--- src/rtl/phy_tx_seq.sv ---
// Transmit link sequencer: buffers upstream words, emits a COM training run,
// then forwards data with IDL fill when starved and after each maximum-length burst.
//   state | meaning
//   RST   | first cycle after reset, outputs quiet
//   TRAIN | sending TRAIN_WORDS COM words
//   IDLE  | link up, nothing queued, sending IDL
//   DATA  | link up, forwarding FIFO words
module phy_tx_seq #(
  parameter int         DEPTH       = 4,
  parameter int         TRAIN_WORDS = 8,
  parameter int         BURST_MAX   = 16,
  parameter logic [7:0] COM         = 8'hBC,
  parameter logic [7:0] IDL         = 8'h7C
) (
  input  logic        clk,
  input  logic        reset,
  input  logic [31:0] data_in,
  input  logic        data_valid,
  input  logic        retrain,
  output logic        ready,
  output logic [31:0] bus_out,
  output logic        bus_valid,
  output logic        link_up,
  output logic [1:0]  state_o,
  output logic        ovf
);

  localparam int AW = $clog2(DEPTH);
  localparam int CW = AW + 1;
  localparam int TW = $clog2(TRAIN_WORDS + 1);
  localparam int BW = $clog2(BURST_MAX + 1);

  typedef enum logic [1:0] {S_RST = 2'd0, S_TRAIN = 2'd1, S_IDLE = 2'd2, S_DATA = 2'd3} state_t;

  state_t        state, nxt_state;
  logic [31:0]   mem [DEPTH];
  logic [AW-1:0] wr_ptr, rd_ptr;
  logic [CW-1:0] count;
  logic [TW-1:0] tcnt, tcnt_nxt;
  logic [BW-1:0] bcnt, bcnt_nxt;
  logic [31:0]   bus_nxt;
  logic          valid_nxt;
  logic          push, pop, fifo_nonempty;

  assign ready         = reset & (count != CW'(DEPTH));
  assign push          = data_valid & ready;
  assign fifo_nonempty = (count != '0);
  assign state_o       = state;

  always_ff @(posedge clk or negedge reset) begin
    if (!reset) state <= S_RST;
    else        state <= nxt_state;
  end

  always_comb begin
    nxt_state = state;
    case (state)
      S_RST:   nxt_state = S_TRAIN;
      S_TRAIN: if (retrain)                            nxt_state = S_TRAIN;
               else if (tcnt == TW'(TRAIN_WORDS - 1))  nxt_state = S_IDLE;
      S_IDLE:  if (retrain)            nxt_state = S_TRAIN;
               else if (fifo_nonempty) nxt_state = S_DATA;
      S_DATA:  if (retrain)             nxt_state = S_TRAIN;
               else if (!fifo_nonempty) nxt_state = S_IDLE;
      default: nxt_state = S_RST;
    endcase
  end

  // Retrain overrides every load/pop decision so the head word stays queued.
  always_comb begin
    bus_nxt   = bus_out;
    valid_nxt = bus_valid;
    tcnt_nxt  = tcnt;
    bcnt_nxt  = bcnt;
    pop       = 1'b0;
    if (state == S_RST) begin
      tcnt_nxt = '0;
      bcnt_nxt = '0;
    end else if (retrain) begin
      tcnt_nxt  = '0;
      bus_nxt   = {4{IDL}};
      valid_nxt = 1'b0;
    end else begin
      case (state)
        S_TRAIN: begin
          bus_nxt   = {4{COM}};
          valid_nxt = 1'b1;
          tcnt_nxt  = tcnt + 1'b1;
        end
        S_IDLE: begin
          if (fifo_nonempty) begin
            bus_nxt   = mem[rd_ptr];
            valid_nxt = 1'b1;
            pop       = 1'b1;
            bcnt_nxt  = BW'(1);
          end else begin
            bus_nxt   = {4{IDL}};
            valid_nxt = 1'b0;
          end
        end
        S_DATA: begin
          if (!fifo_nonempty) begin
            bus_nxt   = {4{IDL}};
            valid_nxt = 1'b0;
          end else if (bcnt == BW'(BURST_MAX)) begin
            bus_nxt   = {4{IDL}};
            valid_nxt = 1'b0;
            bcnt_nxt  = '0;
          end else begin
            bus_nxt   = mem[rd_ptr];
            valid_nxt = 1'b1;
            pop       = 1'b1;
            bcnt_nxt  = bcnt + 1'b1;
          end
        end
        default: ;
      endcase
    end
  end

  always_ff @(posedge clk or negedge reset) begin
    if (!reset) begin
      bus_out   <= '0;
      bus_valid <= 1'b0;
      link_up   <= 1'b0;
      tcnt      <= '0;
      bcnt      <= '0;
      ovf       <= 1'b0;
      wr_ptr    <= '0;
      rd_ptr    <= '0;
      count     <= '0;
    end else begin
      bus_out   <= bus_nxt;
      bus_valid <= valid_nxt;
      link_up   <= (nxt_state == S_IDLE) || (nxt_state == S_DATA);
      tcnt      <= tcnt_nxt;
      bcnt      <= bcnt_nxt;
      if (data_valid && !ready) ovf <= 1'b1;
      if (push) wr_ptr <= wr_ptr + 1'b1;
      if (pop)  rd_ptr <= rd_ptr + 1'b1;
      count     <= count + CW'(push) - CW'(pop);
    end
  end

  always_ff @(posedge clk) begin
    if (push) mem[wr_ptr] <= data_in;
  end

endmodule

--- config.mk ---
export PLATFORM = sky130hd
export DESIGN_NAME = phy_tx_seq
export DESIGN_NICKNAME = d
export VERILOG_FILES = /design/src/rtl/phy_tx_seq.sv
export SDC_FILE = /design/constraint.sdc
export NUM_CORES = 1
export LEC_CHECK = 0
export ABC_CLOCK_PERIOD_IN_PS = 2650
export CAP_MARGIN = 0
export CORE_UTILIZATION = 35
export DETAILED_ROUTE_END_ITERATION = 10
export DONT_BUFFER_PORTS = 1
export PLACE_DENSITY = 0.6
export SLEW_MARGIN = 20
export SYNTH_ARGS = -nofsm -noshare
export SYNTH_HDL_FRONTEND = slang
export SYNTH_SLANG_ARGS = --single-unit
--- constraint.sdc ---
create_clock -name clk -period 2.65 [get_ports clk]
set_input_delay 0.265 -clock clk [delete_from_list [all_inputs] [get_ports clk]]
set_output_delay 0.265 -clock clk [all_outputs]
set_load 0.02 [all_outputs]
# After elaboration in Yosys (flattened, before gate mapping)
# Memories as Yosys holds them, arrays and structs flattened.
# Cells that the tools add are included.
# W data, S select, Z words.
[classes] n_addsub=6 n_eq_ne=11 muxes=31 bitwise=3 n_reduce_logical=10
[ops] operator="$mux W32" n=4
[ops] operator="$pmux W32 S3" n=1
[ops] operator="$mux W5" n=5
[ops] operator="$mux W2" n=6
[ops] operator="$mux W4" n=3
[ops] operator="$pmux W5 S2" n=1
[ops] operator="$ne A3 B3 Y1 const B" n=3
[ops] operator="$reduce_bool A3 Y1" n=3
[ops] operator="$eq A2 B2 Y1 const B" n=4
[ops] operator="$mux W1" n=8
[ops] operator="$pmux W2 S4" n=1
[ops] operator="$add A5 B1 Y5 const B" n=1
[ops] operator="$eq A5 B5 Y1 const B" n=1
[ops] operator="$add A2 B1 Y2 const B" n=2
[ops] operator="$add A4 B1 Y4 const B" n=1
[ops] operator="$eq A4 B3 Y1 const B" n=1
[ops] operator="$reduce_and A4 Y1" n=1
[ops] operator="$reduce_bool A4 Y1" n=1
[ops] operator="$add A3 B1 Y3" n=1
[ops] operator="$pmux W1 S3" n=1
[ops] operator="$sub A3 B1 Y3" n=1
[ops] operator="$and A1 B1 Y1" n=2
[ops] operator="$eq A2 B1 Y1 const B" n=1
[ops] operator="$logic_not A2 Y1" n=1
[ops] operator="7 further kinds" n=7
[word_totals] register_bits=53 ram_bits=128 output_inout_bits=38 n_memories=1
[mem_list] memory="mem" depth=4 word_bits=32 rd=1 rd_clocked_by_memory_dff=0 wr=1 line="36" text="logic [31:0] mem [DEPTH];"

# Depth between registers and ports, before layout
[depth] depth_word=7 ltp_mapped=13 depth_no_buf=12

# Worst setup path after synthesis
# OpenSTA, ideal clock, no wires.
[synth_timing] path_type="flip-flop to flip-flop" from="register state[0], in the netlist state_o[0]" to="register count[2]" setup_ns=0.123 arrival_ns=2.628 slack_ns=-0.102 stages_incl_launch_ff=13 path_buffers=0 cell_sequence="dfrtp_1 > inv_1 > ha_1 > nor2_1 > a2111o_1 > nor2_1 > ha_1 > inv_1 > ha_1 > inv_1 > fa_1 > xnor2_1 > xnor2_1"
[synth_between] elab_chain_cells=5 word_cells_on_any_way=7 cone_classes="1 x add/sub; 2 x eq/ne; 3 x mux; 1 x reduce/logical"
[synth_lines] item="start: declaration" line="35" text="state_t state, nxt_state;"
[synth_lines] item="start signal: assignment" line="52" text="else state <= nxt_state;"
[synth_lines] item="$eq A2 B2 Y1" line="84" text="case (state)"
[synth_lines] item="$pmux W1 S2" line="84"
[synth_lines] item="$mux W1" line="79" text="end else if (retrain) begin"
[synth_lines] item="$mux W1 (*)" line="76" text="if (state == S_RST) begin"
[synth_lines] item="named net pop" line="43" text="logic push, pop, fifo_nonempty;"
[synth_lines] item="$sub A3 B1 Y3 (*)" line="141" text="count <= count + CW'(push) - CW'(pop);"
[synth_lines] item="end signal: assignment" line="141"
[synth_lines] item="end: declaration" line="38" text="logic [CW-1:0] count;"
# The timed path passes the listed nets; every way through them passes the cells marked *.
# A chain may end at the register's enable or synchronous reset.

# Worst setup path in the final report
# Same ends and word-level chain as after synthesis.

==> flow_metrics.py <==
metrics = {
    "timing": {
        "fmax_mhz": 396.2,
        "maxSlewHeadroom_pct": 50.65,
        "fin_crit_sh_pct": 95.24,
        "slew_viol_final": 0,
        "finalHoldViolCount": 0,
        "fin_worst_skew_ns": 0.008297,
        "rsz0062_at_grt": "no",
        "setup_viol": 0,
        "min_period_ns": 2.524,
        "setup_ws_ns": 0.1262,
        "worst_pin_slew_ns": 0.7402,
        "fin_tns_setup_ns": 0,
    },
    "pwr": {
        "power.total_mw": 7.282,
        "p_int_mw": 5.259,
        "ir_drop_uv": 415.6,
        "leakage_nw": 3.094,
        "pwr_density_cell_nw_per_um2": 842.9,
        "p_sw_share_pct": 27.78,
        "seqPwrFrac_pct": 50.3,
        "p_switching_mw": 2.023,
        "power.share.clock_pct": 32.5,
        "comb_power_share_pct": 17.2,
    },
    "routing": {
        "routed_wl_mm": 13.97,
        "antenna_left": 0,
        "routedWlPerCell_um": 18.14,
        "firstDrtPassIters": 4,
        "viasPerCell": 4.888,
        "drt_iter0_markers": 147,
        "via_count": 3764,
        "drc": 0,
    },
    "global_route": {
        "antenna_found_initial": 1,
        "grt_first_pass_wirelength_mm": 22.23,
        "grt_use_met1_pct": 16.96,
        "grtUsageMet2_pct": 23.06,
        "grt_max_degree": 54,
        "grt_pass1_vias": 4025,
        "met3_usage_pct": 4.075,
        "grt_usage_pct": 13.95,
        "grt.busiest_layer": "met2",
        "grt_overflow": 0,
    },
    "cells_and_area": {
        "layout_common_cells": "128 x edfxtp_1, 50 x dfrtp_1, 35 x dlygate4sd3_1, 34 x inv_1, 32 x mux4_2",
        "insertedDiodeCount": 0,
        "postLayoutCellArea_um2": 8640,
        "final_common_cell": "edfxtp_1",
        "drive_gt1_share_pct": 19.40,
        "area.growth.synth_to_final_pct": 19.36,
        "final_net_count": 538,
    },
    "place": {
        "placed_area_um2": 7684,
        "dp_hpwl_mm": 8.420,
        "dp_slack_ns": 0.07331,
        "io_buffer_count": 0,
        "gp_congestion": 0.7984,
    },
    "critical_path": {
        "cp-start-kind": "flip-flop",
        "cp_max_fo": 6,
        "cp-end-kind": "flip-flop",
        "crit_arrival_ns": 2.86,
        "ff2ff_path_depth": 12,
        "required_ns": 2.99,
        "critical_path_class": "reg -> reg",
    },
    "cts": {
        "h-tree-depth": 4,
        "cts.sinks": 181,
        "cts_tree": "built",
        "cts.path.max_buffers": 2,
        "cts.clk_slew.worst_paths_ns": 0.07,
        "clock-root-buffer": "clkbuf_16",
        "clk-insertion-delay-late_ns": 0.42,
        "cts_made_buffers": 17,
    },
    "yosys": {
        "synth_top_cells_by_area": "edfxtp_1 53%, dfrtp_1 18%, mux4_2 10%",
        "synth_seq_area_share_pct": 71.43,
        "ys_seq_elements": 181,
        "synth_area_leader_cell": "edfxtp_1",
        "synth_area_per_cell_um2": 16.68,
        "synth_top_area_share_pct": 53.10,
        "syn_nets": 485,
        "yosysWarningCount": 0,
        "synth_area_um2": 7238,
        "syn_inst": 434,
        "ys_types": 41,
    },
    "floorplanning": {
        "die_w_um": 145.8,
        "die_area_um2": 21260,
        "num_rows": 52,
        "die_h_um": 145.8,
        "core-area_um2": 20230,
        "start_util_pct": 35.77,
        "ios": 74,
    },
    "worst_hold_path": {
        "worstHoldPathCells": 2,
        "hold_path_class": "in -> reg",
    },
    "outcome": {
        "outcome": "completed",
    },
    "job": {
        "maxCapViolCount": 0,
    },
}
==> power groups by stage <==
stage               clock [mW]  combinational, mW  sequential [mW]
CTS                       2.43               1.28             3.67
detailed placement           0               1.20             3.73
global route              2.52               1.39             3.70
floorplan                    0              0.832             3.67
global placement             0               1.16             3.71
finish                    2.36               1.26             3.66
==> per-layer routing <==
metal / up-vias / part of all wire [%]
li1: 1729 / -
met1: 1963 / 43
met2: 59 / 50
met3: 11 / 4.6
met4: 2 / 1.7
met5: - / 0.093
==> flip-flops by register name, summed over array words and instances (netlist names), 2 cells and up <==
name and cells:
wr_ptr 2, bcnt 5, count 3, rd_ptr 2, mem 128, state_o 2, bus_out 32, tcnt 4
==> final cells by class <==
cell class              count  area, µm²
clock buffers              18      429.2
clock inverters            14      128.9
fillers                  1771      11590
inverters                  34      127.6
multi-input cells         199       1842
flip-flops and latches    181       5174
well taps                 270      337.8
repair buffers             54      600.6
==> cells in the mapped netlist, drive strengths merged <==
| library cell | n |
|---|---|
| a2111o | 2 |
| and2 | 5 |
| or3 | 2 |
| buf | 10 |
| edfxtp | 128 |
| nor3b | 3 |
| nor4bb | 1 |
| nor3 | 23 |
| nor4 | 2 |
| o21bai | 1 |
| nand3 | 3 |
| nand2b | 12 |
| mux4 | 32 |
| inv | 34 |
| xor2 | 3 |
| o311a | 1 |
| mux2i | 2 |
| and3 | 1 |
| dfrtp | 53 |
| o21a | 1 |
| clkbuf | 10 |
| ha | 14 |
| o31ai | 4 |
| nor2 | 10 |
| nand2 | 17 |
| nand4 | 1 |
| mux2 | 1 |
| fa | 1 |
| or2 | 1 |
| xnor2 | 5 |
| a21o | 2 |
| a211o | 2 |
| o21ai | 21 |
| a22o | 1 |
| nand3b | 2 |
| a21oi | 22 |
| o311ai | 1 |
==> what timing repair did <==
action | in CTS | in global routing
resized for setup | 0 | 2
hold buffers | 36 | 0
setup buffers | 0 | 1
setup endpoints to repair | 0 | 1
endpoints found under the hold margin | 188 | 0
==> critical path: stages (launching register included) <==
cell and delay, ns:
dfrtp_2 0.40, inv_1 0.15, ha_4 0.19, inv_1 0.06
a2111o_1 0.39, nor2_2 0.15, ha_1 0.24, inv_1 0.05
ha_1 0.12, inv_1 0.05, fa_2 0.33, xnor2_1 0.19
xnor2_1 0.13
==> final timing paths <==
check                                 from           to  slack (ns)
worst min-delay path                 reset          ovf        0.04
worst max register to register  state_o[0]     count[2]        0.13
worst min register to register     bcnt[4]      bcnt[4]        0.49
max in group asynchronous            reset    rd_ptr[1]        2.00
worst max-delay path            state_o[0]     count[2]        0.13
min in group asynchronous            reset  bus_out[16]        0.39
==> per-stage QoR <==
stage                     util, %  hold WS [ns]  std cells
final                       42.70       0.04429        770
after floorplan                 -      -0.03059        434
after global routing        42.70       0.04538        770
after detailed placement    37.97      -0.02948        701
after CTS                   42.60       0.02328        769
after global placement      37.97      -0.02878        701
==> cells by family after synthesis <==
kind of cell	share of synthesized area, %
AO/OA/AOI/OAI	4.979
XOR/XNOR	0.9681
adder cells (fa/ha/maj)	2.697
buffers and inverters	3.474
flip-flops	71.43
multiplexers	10.39
AND/OR/NAND/NOR	6.067
(Power assumes the default switching activity.)
